$ cat src/rtl/date_pkg.sv
// rtl/date_pkg.sv - shared field-select encoding and calendar helpers for the date counter
package date_pkg;

  typedef enum logic [1:0] {
    SEL_NONE  = 2'd0,
    SEL_YEAR  = 2'd1,
    SEL_MONTH = 2'd2,
    SEL_DAY   = 2'd3
  } date_sel_e;

  localparam logic [7:0] MONTH_JAN = 8'd1;
  localparam logic [7:0] MONTH_FEB = 8'd2;
  localparam logic [7:0] MONTH_APR = 8'd4;
  localparam logic [7:0] MONTH_JUN = 8'd6;
  localparam logic [7:0] MONTH_SEP = 8'd9;
  localparam logic [7:0] MONTH_NOV = 8'd11;
  localparam logic [7:0] MONTH_DEC = 8'd12;

  function automatic logic is_leap(input logic [15:0] y);
    return (y[1:0] == 2'b00) &&
           (((y % 16'd100) != 16'd0) || ((y % 16'd400) == 16'd0));
  endfunction

  function automatic logic [7:0] days_in_month(input logic [7:0] m, input logic leap);
    case (m)
      MONTH_FEB:                               return leap ? 8'd29 : 8'd28;
      MONTH_APR, MONTH_JUN, MONTH_SEP, MONTH_NOV: return 8'd30;
      default:                                 return 8'd31;
    endcase
  endfunction

endpackage

$ cat src/rtl/date_set.sv
// rtl/date_set.sv - field selector for date set mode, rotating year/month/day on shift
module date_set
  import date_pkg::*;
(
  input  logic      clk,
  input  logic      rst_n,
  input  logic      set_date_en,
  input  logic      set_date_shift,
  output date_sel_e sel
);

  date_sel_e sel_next;

  always_ff @(posedge clk or negedge rst_n) begin
    if (!rst_n) sel <= SEL_NONE;
    else        sel <= sel_next;
  end

  always_comb begin
    sel_next = sel;
    if (!set_date_en) begin
      sel_next = SEL_NONE;
    end else begin
      case (sel)
        SEL_NONE:  sel_next = SEL_YEAR;
        SEL_YEAR:  if (set_date_shift) sel_next = SEL_MONTH;
        SEL_MONTH: if (set_date_shift) sel_next = SEL_DAY;
        SEL_DAY:   if (set_date_shift) sel_next = SEL_YEAR;
        default:   sel_next = SEL_NONE;
      endcase
    end
  end

endmodule

$ cat src/rtl/date_counter.sv
// rtl/date_counter.sv - year/month/day calendar advanced by the time-of-day day carry, with set mode
module date_counter
  import date_pkg::*;
#(
  parameter int YEAR_MIN   = 2000,
  parameter int YEAR_MAX   = 2099,
  parameter int RESET_YEAR = 2000
) (
  input  logic        clk,
  input  logic        rst_n,
  input  logic        cout_day,
  input  logic        set_date_en,
  input  logic        set_date_shift,
  input  logic        set_date_add,
  output logic [15:0] out_year,
  output logic [7:0]  out_month,
  output logic [7:0]  out_day,
  output logic        leap_year,
  output logic [1:0]  blink2
);

  localparam logic [15:0] YMIN   = 16'(YEAR_MIN);
  localparam logic [15:0] YMAX   = 16'(YEAR_MAX);
  localparam logic [15:0] YRESET = 16'(RESET_YEAR);

  logic [15:0] year_q, year_n, year_inc;
  logic [7:0]  month_q, month_n, month_inc;
  logic [7:0]  day_q, day_n, dim_cur, dim_new;
  logic        cout_day_q, adv, add_act;
  logic [1:0]  blink_q;
  date_sel_e   sel;

  date_set u_date_set (
    .clk            (clk),
    .rst_n          (rst_n),
    .set_date_en    (set_date_en),
    .set_date_shift (set_date_shift),
    .sel            (sel)
  );

  // Carry is dropped, not deferred, while in set mode; the edge register keeps tracking.
  always_comb begin
    adv       = cout_day & ~cout_day_q & ~set_date_en;
    add_act   = set_date_add & set_date_en & (sel != SEL_NONE);
    year_inc  = (year_q >= YMAX) ? YMIN : year_q + 16'd1;
    month_inc = (month_q >= MONTH_DEC) ? MONTH_JAN : month_q + 8'd1;
    dim_cur   = days_in_month(month_q, is_leap(year_q));
    dim_new   = dim_cur;
    year_n    = year_q;
    month_n   = month_q;
    day_n     = day_q;
    if (adv) begin
      if (day_q < dim_cur) begin
        day_n = day_q + 8'd1;
      end else begin
        day_n   = 8'd1;
        month_n = month_inc;
        if (month_q >= MONTH_DEC) year_n = year_inc;
      end
    end else if (add_act) begin
      case (sel)
        SEL_YEAR: begin
          year_n  = year_inc;
          dim_new = days_in_month(month_q, is_leap(year_inc));
        end
        SEL_MONTH: begin
          month_n = month_inc;
          dim_new = days_in_month(month_inc, is_leap(year_q));
        end
        SEL_DAY:  day_n = (day_q >= dim_cur) ? 8'd1 : day_q + 8'd1;
        default:  ;
      endcase
      // Pull the day back inside the new month so no illegal date is ever visible.
      if (sel != SEL_DAY && day_q > dim_new) day_n = dim_new;
    end
  end

  always_ff @(posedge clk or negedge rst_n) begin
    if (!rst_n) begin
      year_q     <= YRESET;
      month_q    <= MONTH_JAN;
      day_q      <= 8'd1;
      cout_day_q <= 1'b0;
      blink_q    <= 2'd0;
    end else begin
      year_q     <= year_n;
      month_q    <= month_n;
      day_q      <= day_n;
      cout_day_q <= cout_day;
      blink_q    <= sel;
    end
  end

  assign out_year  = year_q;
  assign out_month = month_q;
  assign out_day   = day_q;
  assign leap_year = is_leap(year_q);
  assign blink2    = blink_q;

endmodule
$ cat config.mk
export PLATFORM = sky130hd
export DESIGN_NAME = date_counter
export DESIGN_NICKNAME = d
export VERILOG_FILES = /design/src/rtl/date_pkg.sv /design/src/rtl/date_set.sv /design/src/rtl/date_counter.sv
export SDC_FILE = /design/constraint.sdc
export NUM_CORES = 1
export LEC_CHECK = 0
export CORE_MARGIN = 2
export CORE_UTILIZATION = 45
export DETAILED_ROUTE_END_ITERATION = 16
export HOLD_SLACK_MARGIN = 0.03
export MAX_ROUTING_LAYER = met4
export PLACE_DENSITY = 0.79
export SKIP_CTS_REPAIR_TIMING = 1
export SLEW_MARGIN = 20
export SYNTH_ARGS = -nofsm -noshare
export SYNTH_HDL_FRONTEND = slang
export SYNTH_SLANG_ARGS = --single-unit
$ cat constraint.sdc
create_clock -name clk -period 7.3 [get_ports clk]
set_clock_uncertainty 0.1 [all_clocks]
set_input_delay 1.46 -clock clk [delete_from_list [all_inputs] [get_ports clk]]
set_output_delay 1.46 -clock clk [all_outputs]
set_load 0.02 [all_outputs]
==> qor.yml <==
run_status:
  status: "complete, but fails checks"
  violations: "setup timing"
synth:
  synth_area_leaders: "dfrtp_1 (13%), nand2_1 (5.7%), o21ai_0 (5.5%)"
  netlist_instances: 744
  seq_area_frac_synth_pct: 17.4
  yosysUniqueCellTypes: 91
  yosysMostFrequentCell: "nand2_1"
  synth_commonest_cells: "nand2_1 (82), o21ai_0 (59), nor2_1 (55), a21oi_1 (46), nand3_1 (30)"
  synth_nets: 767
  synth-seq-cells: 37
  synthFlopType: "dfrtp_1"
  syn_area_um2: 5390
  syn_avg_cell_area_um2: 7.24
  yosys.area.top_type: "dfrtp_1"
  synth_edf_count: 0
  yosysWarningCount: 0
  synth-async-reset-ratio_pct: 100
  synth_top_area_share_pct: 13.5
finish:
  n_antenna_cell: 0
  multiInputGateArea_um2: 4650
  regArea_um2: 941
  final_util_pct: 66.8
  drive_above_1_share_pct: 34.1
  fill_cells: 880
  nets: 938
  area_growth_pct: 43.4
critical_path:
  worstReg2RegStart: "out_year[15]"
  critPathKind: "reg2out"
  cp-end-kind: "primary output"
  rrSetupSlack_ns: -0.12
  crit_fanout: 4
  cp-start-kind: "flip-flop"
  arrival_ns: 6.06
  worstPathRequired_ns: 5.74
  worstRegToRegCells: 35
  crit_end: "leap_year"
  crit_start: "out_year[15]"
  r2r_end: "out_day[5]"
floorplan:
  die_w_um: 113
  dieArea_um2: 12900
  initial_core_util_pct: 46.6
  num_io_pins: 41
  placementRows: 39
  core_area_um2: 11600
  die_h_um: 113
detailed_routing:
  postRouteAntennaNets: 0
  first_pass_iters: 5
  drc: 0
  vias: 6829
  dr.first_iter.drc_count: 806
  wl_um: 18700
  vias_per_cell: 6.45
  wl_per_cell_um: 17.7
global_routing:
  track_usage_pct: 25.6
  grt_pass1_wl_um: 27400
  gr-total-overflow: 0
  grt_pass1_vias: 5988
  grt_max_degree: 38
  antenna_found_initial: 0
timing:
  finalSetupViolations: 10
  fin_crit_ns: 7.62
  rsz0062_at_grt: "yes"
  fmax_mhz: 131
  min_period_over_period_pct: 104
  hold_viol: 0
  fin_tns_setup_ns: -0.851
  slew-limit-headroom_pct: 38.0
  tightest_slew_ns: 0.922
  worst_slack_ns: -0.318
  slew_violations: 0
clock_tree:
  path_clk_slew_ns: 0.06
  htree_levels: 2
  cts_buffers: 5
  clk_latency_ns: 0.29
  cts_max_path_buffers: 2
  cts_tree: "yes"
  cts_sinks: 37
  cts_root_buf: "clkbuf_16"
run:
  cap_viol_max_count: 0
power:
  power_density_nw_per_um2: 149
  power_uw: 1150
  ir_drop_mv: 0.226
  p_leak_uw: 0.00322
placement:
  io_buffers: 40
  dpl.hpwl_um: 12500
  place.gp.congestion: 0.976
worst_hold_path:
  hold_path_class: "reg2reg"
registers in the layout, indices dropped and copies added (netlist names):
signal / cells
out_month: 8
out_day: 8
cout_day_q: 1
u_date_set.sel: 2
blink2: 2
out_year: 16
cell type report:
cell class,instances,area share (%)
multi-input combinational,637,60.1
tap,143,2.31
clock buffer,5,1.62
timing repair buffer,206,21.8
clock inverter,3,0.599
sequential,37,12.2
inverter,28,1.36
metrics by stage:
| step | hold slack [ns] | cell area, um^2 | cells | setup slack (ns) |
|---|---|---|---|---|
| detailed placement | 0.345 | 6840 | 1026 | -0.527 |
| floorplan | 0.305 | 5400 | 744 | 0.0280 |
| finish | 0.380 | 7730 | 1059 | -0.318 |
| CTS | 0.369 | 7010 | 1034 | -0.845 |
| global placement | 0.341 | 6840 | 1026 | -0.286 |
| global route | 0.391 | 7730 | 1059 | -0.577 |
per-layer routing:
| layer | global-route usage, % | up-vias | share of wire [%] |
|---|---|---|---|
| met5 | - | - | 0 |
| met4 | 7.80 | 0 | 3.0 |
| met3 | 2.02 | 67 | 6.2 |
| met2 | 41.7 | 355 | 49 |
| met1 | 34.3 | 3245 | 41 |
| li1 | - | 3162 | - |
worst max-delay path, stage by stage, from the launching register on:
cell       delay (ns)
dfrtp_1          0.43
buf_4            0.16
a21oi_1          0.23
buf_4            0.16
o21ai_0          0.09
a31oi_2          0.35
xnor2_2          0.16
a21o_1           0.22
a211oi_1         0.26
o211ai_2         0.18
a2bb2oi_4        0.21
o31a_1           0.32
a211oi_4         0.35
a2111oi_4        0.07
or3_4            0.41
a21o_1           0.23
a311oi_2         0.34
buf_4            0.18
a21oi_1          0.10
buf_4            0.15
xnor2_1          0.13
a2111oi_1        0.51
a221oi_2         0.10
o31ai_4          0.10
and2_4           0.21
buf_6            0.11
worst min path at each step:
stage / startpoint / to / slack [ns] / cells after the start
global route: u_date_set.sel[0] / blink2[0] / 0.39 / 0
finish: u_date_set.sel[0] / blink2[0] / 0.38 / 0
floorplan: u_date_set.sel[0] / blink2[0] / 0.31 / 0
global placement: u_date_set.sel[0] / blink2[0] / 0.34 / 0
CTS: u_date_set.sel[0] / blink2[0] / 0.37 / 0
detailed placement: u_date_set.sel[0] / blink2[0] / 0.34 / 0
cell usage in the layout, fill, tap and decap left out, types with 19 or more instances in the layout:
| cell type | synthesis | final |
|---|---|---|
| a21oi_1 | 46 | 34 |
| and2_1 | 23 | 22 |
| buf_4 | 5 | 153 |
| clkdlybuf4s50_1 | 0 | 38 |
| dfrtp_1 | 29 | 25 |
| inv_1 | 24 | 21 |
| nand2_1 | 82 | 76 |
| nand3_1 | 30 | 30 |
| nor2_1 | 55 | 51 |
| o21ai_0 | 59 | 45 |
| xnor2_1 | 21 | 19 |
power breakdown:
group,internal (uW),total (uW),leakage [uW],switching (uW)
clock,162,250,0.0000800,88.8
sequential,245,300,0.000464,55.1
combinational,259,600,0.00268,341
cell families (layout without fill, tap and decap cells):
kind of cell    count (synthesis)  after routing  share of synthesized area (%)
xor+xnor                       27             27                           4.53
buf+inv                        70            242                           5.66
simple gates                  297            297                           27.8
fa+ha+maj                      21             21                           4.69
compound gates                278            278                           37.2
flops                          37             37                           17.4
mux                            14             14                           2.76
Note: power is estimated with default switching activity, not from simulation.
==> RTL edit (config.mk and constraints unchanged) <==
Remove the register `blink_q`: a continuous assignment takes its place, so the output `blink2` follows one clock earlier.
--- a/src/rtl/date_counter.sv
+++ b/src/rtl/date_counter.sv
@@ -82,5 +82,4 @@
       day_q      <= 8'd1;
       cout_day_q <= 1'b0;
-      blink_q    <= 2'd0;
     end else begin
       year_q     <= year_n;
@@ -88,7 +87,8 @@
       day_q      <= day_n;
       cout_day_q <= cout_day;
-      blink_q    <= sel;
     end
   end
+
+  assign blink_q = sel;
 
   assign out_year  = year_q;
Function: changed (a bounded check fails within 4 cycles, from zero or initial values and one cycle with rst_n low).
==> RTL edit against the unedited design <==
The run still ends with negative setup slack left; hold slack improved by 0.045 ns; sequential cell count decreased by 2; core utilization grew 2.6 points; cell area grew 3.8%; die area grew 0.11%; area after synthesis increased by 0.12%; critical path type is now reg -> reg; worst setup slack lost 0.22 ns; synthesized cell count shrank 2.6%; routed wire length fell by 2.7%.
Power is left out: it rests on default switching activity, and per cell area and clock period it moved more than threefold.
==> RTL edit: results <==
[final_layout]
largest_register_ffs = 16
diodes = 0
num-nets-final = 975
fillers = 853
drive_gt1_share_pct = 37.8

[hold_path]
hold_path_class = "reg -> reg"
min_from = "out_month[4]"

[global_route]
grt_util_met3_pct = 2.50
grt_max_degree = 36
grt_pass1_vias = 6175
met1_usage_pct = 34.4
grt_use_met2_pct = 44.5
grt_use_total_pct = 26.5
antenna_found_initial = 0
grt_pass1_wl_um = 28300

[routing]
drt-pass1-iter-count = 5
wire_per_inst_um = 16.6
drt_iter0_markers = 501
vias = 6619
vias_per_cell = 6.04

[synthesis]
yosysSeqAreaShare_pct = 16.4
synth_area_leaders = "dfrtp_1 13%, nor2_1 5.3%, o21ai_0 4.9%"
synth_compound_area_share_pct = 38.0
synthArstFlopShare_pct = 100
netlist-cell-type-count = 102
synth_fa_ha_area_share_pct = 5.10
synthesis.nets = 748
yosys_warnings = 0
synth_xor_area_share_pct = 4.13
syn_avg_cell_area_um2 = 7.44
muxShareOfSynthArea_pct = 2.99
netlist_top_cells_count = "76 x nor2_1, 69 x nand2_1, 53 x o21ai_0"

[timing]
fin_ws_ns = -0.535
tns_ns = -14.17
finalSetupViolCount = 33
slew_headroom_pct = 40.8

[critical_path]
crit_path_max_incr_delay_ns = 0.54
crit_arrival_ns = 7.90
slowest_stage = "or4_4"
cp_max_fo = 9
startpoint = "out_year[15]"
regToRegStartpoint = "out_year[15]"

[status]
violations = "negative setup slack"
status = "complete, but fails checks"

[clock_tree]
clock_latency_ns = 0.28
cts-root-buf = "clkbuf_16"
clk_pin_slew_ns = 0.06
htree_levels = 2
clk_path_buf_depth = 2
cts_inserted_buffers = 5

[placed_design]
hpwl_um = 12800
gp_congestion = 0.969
io_buffers = 40
dp.cells = 1058
placed_area_um2 = 7240
## RTL edit: path summary, 6_finish.rpt
kind	endpoint	slack, ns	cells after the start
hold / removal	out_month[4]	0.42	1
setup reg to reg	out_year[3]	-0.53	38
max in group asynchronous	out_year[13]	5.32	1
setup / recovery	out_year[3]	-0.53	38
hold reg to reg	out_month[4]	0.42	1
min in group asynchronous	out_year[5]	1.18	1
## RTL edit: cell families (layout without fill, tap and decap cells)
family	after synthesis	count (layout)
simple gates	295	295
compound gates	269	269
buf+inv	66	294
flops	35	35
fa+ha+maj	23	23
xor+xnor	22	22
mux	15	15
## RTL edit: cell type report
| cell class | count | area share [%] |
|---|---|---|
| flip-flops and latches | 35 | 11.1 |
| well taps | 143 | 2.23 |
| inverters | 30 | 1.45 |
| clock buffers | 5 | 1.56 |
| clock inverters | 3 | 0.296 |
| multi-input cells | 624 | 57.6 |
| repair buffers | 256 | 25.8 |
## RTL edit: layer usage
layer  part of all wire (%)  up-vias  wire length (µm)
met2                     49      205              8910
met3                    4.2       34               760
met1                     45     3173              8160
met5                      0        -                 0
li1                       -     3207                 -
met4                    1.9        0               346
## RTL edit: metrics by stage
step                worst slack [ns]  util (%)
finish                        -0.535      69.4
global route                  -0.791      69.4
global placement              -0.534      62.6
detailed placement            -0.762      62.6
CTS                            -1.09      63.9
floorplan                     -0.210         -
## RTL edit: critical path, delay by kind of cell, from the launching register on
family	cells	cell delay, ns
AO/OA/AOI/OAI	16	3.31
buffers and inverters	9	1.40
AND/OR/NAND/NOR	7	1.32
multiplexers	3	0.61
flip-flops	1	0.47
XOR/XNOR	2	0.29
adder cells (fa/ha/maj)	1	0.19
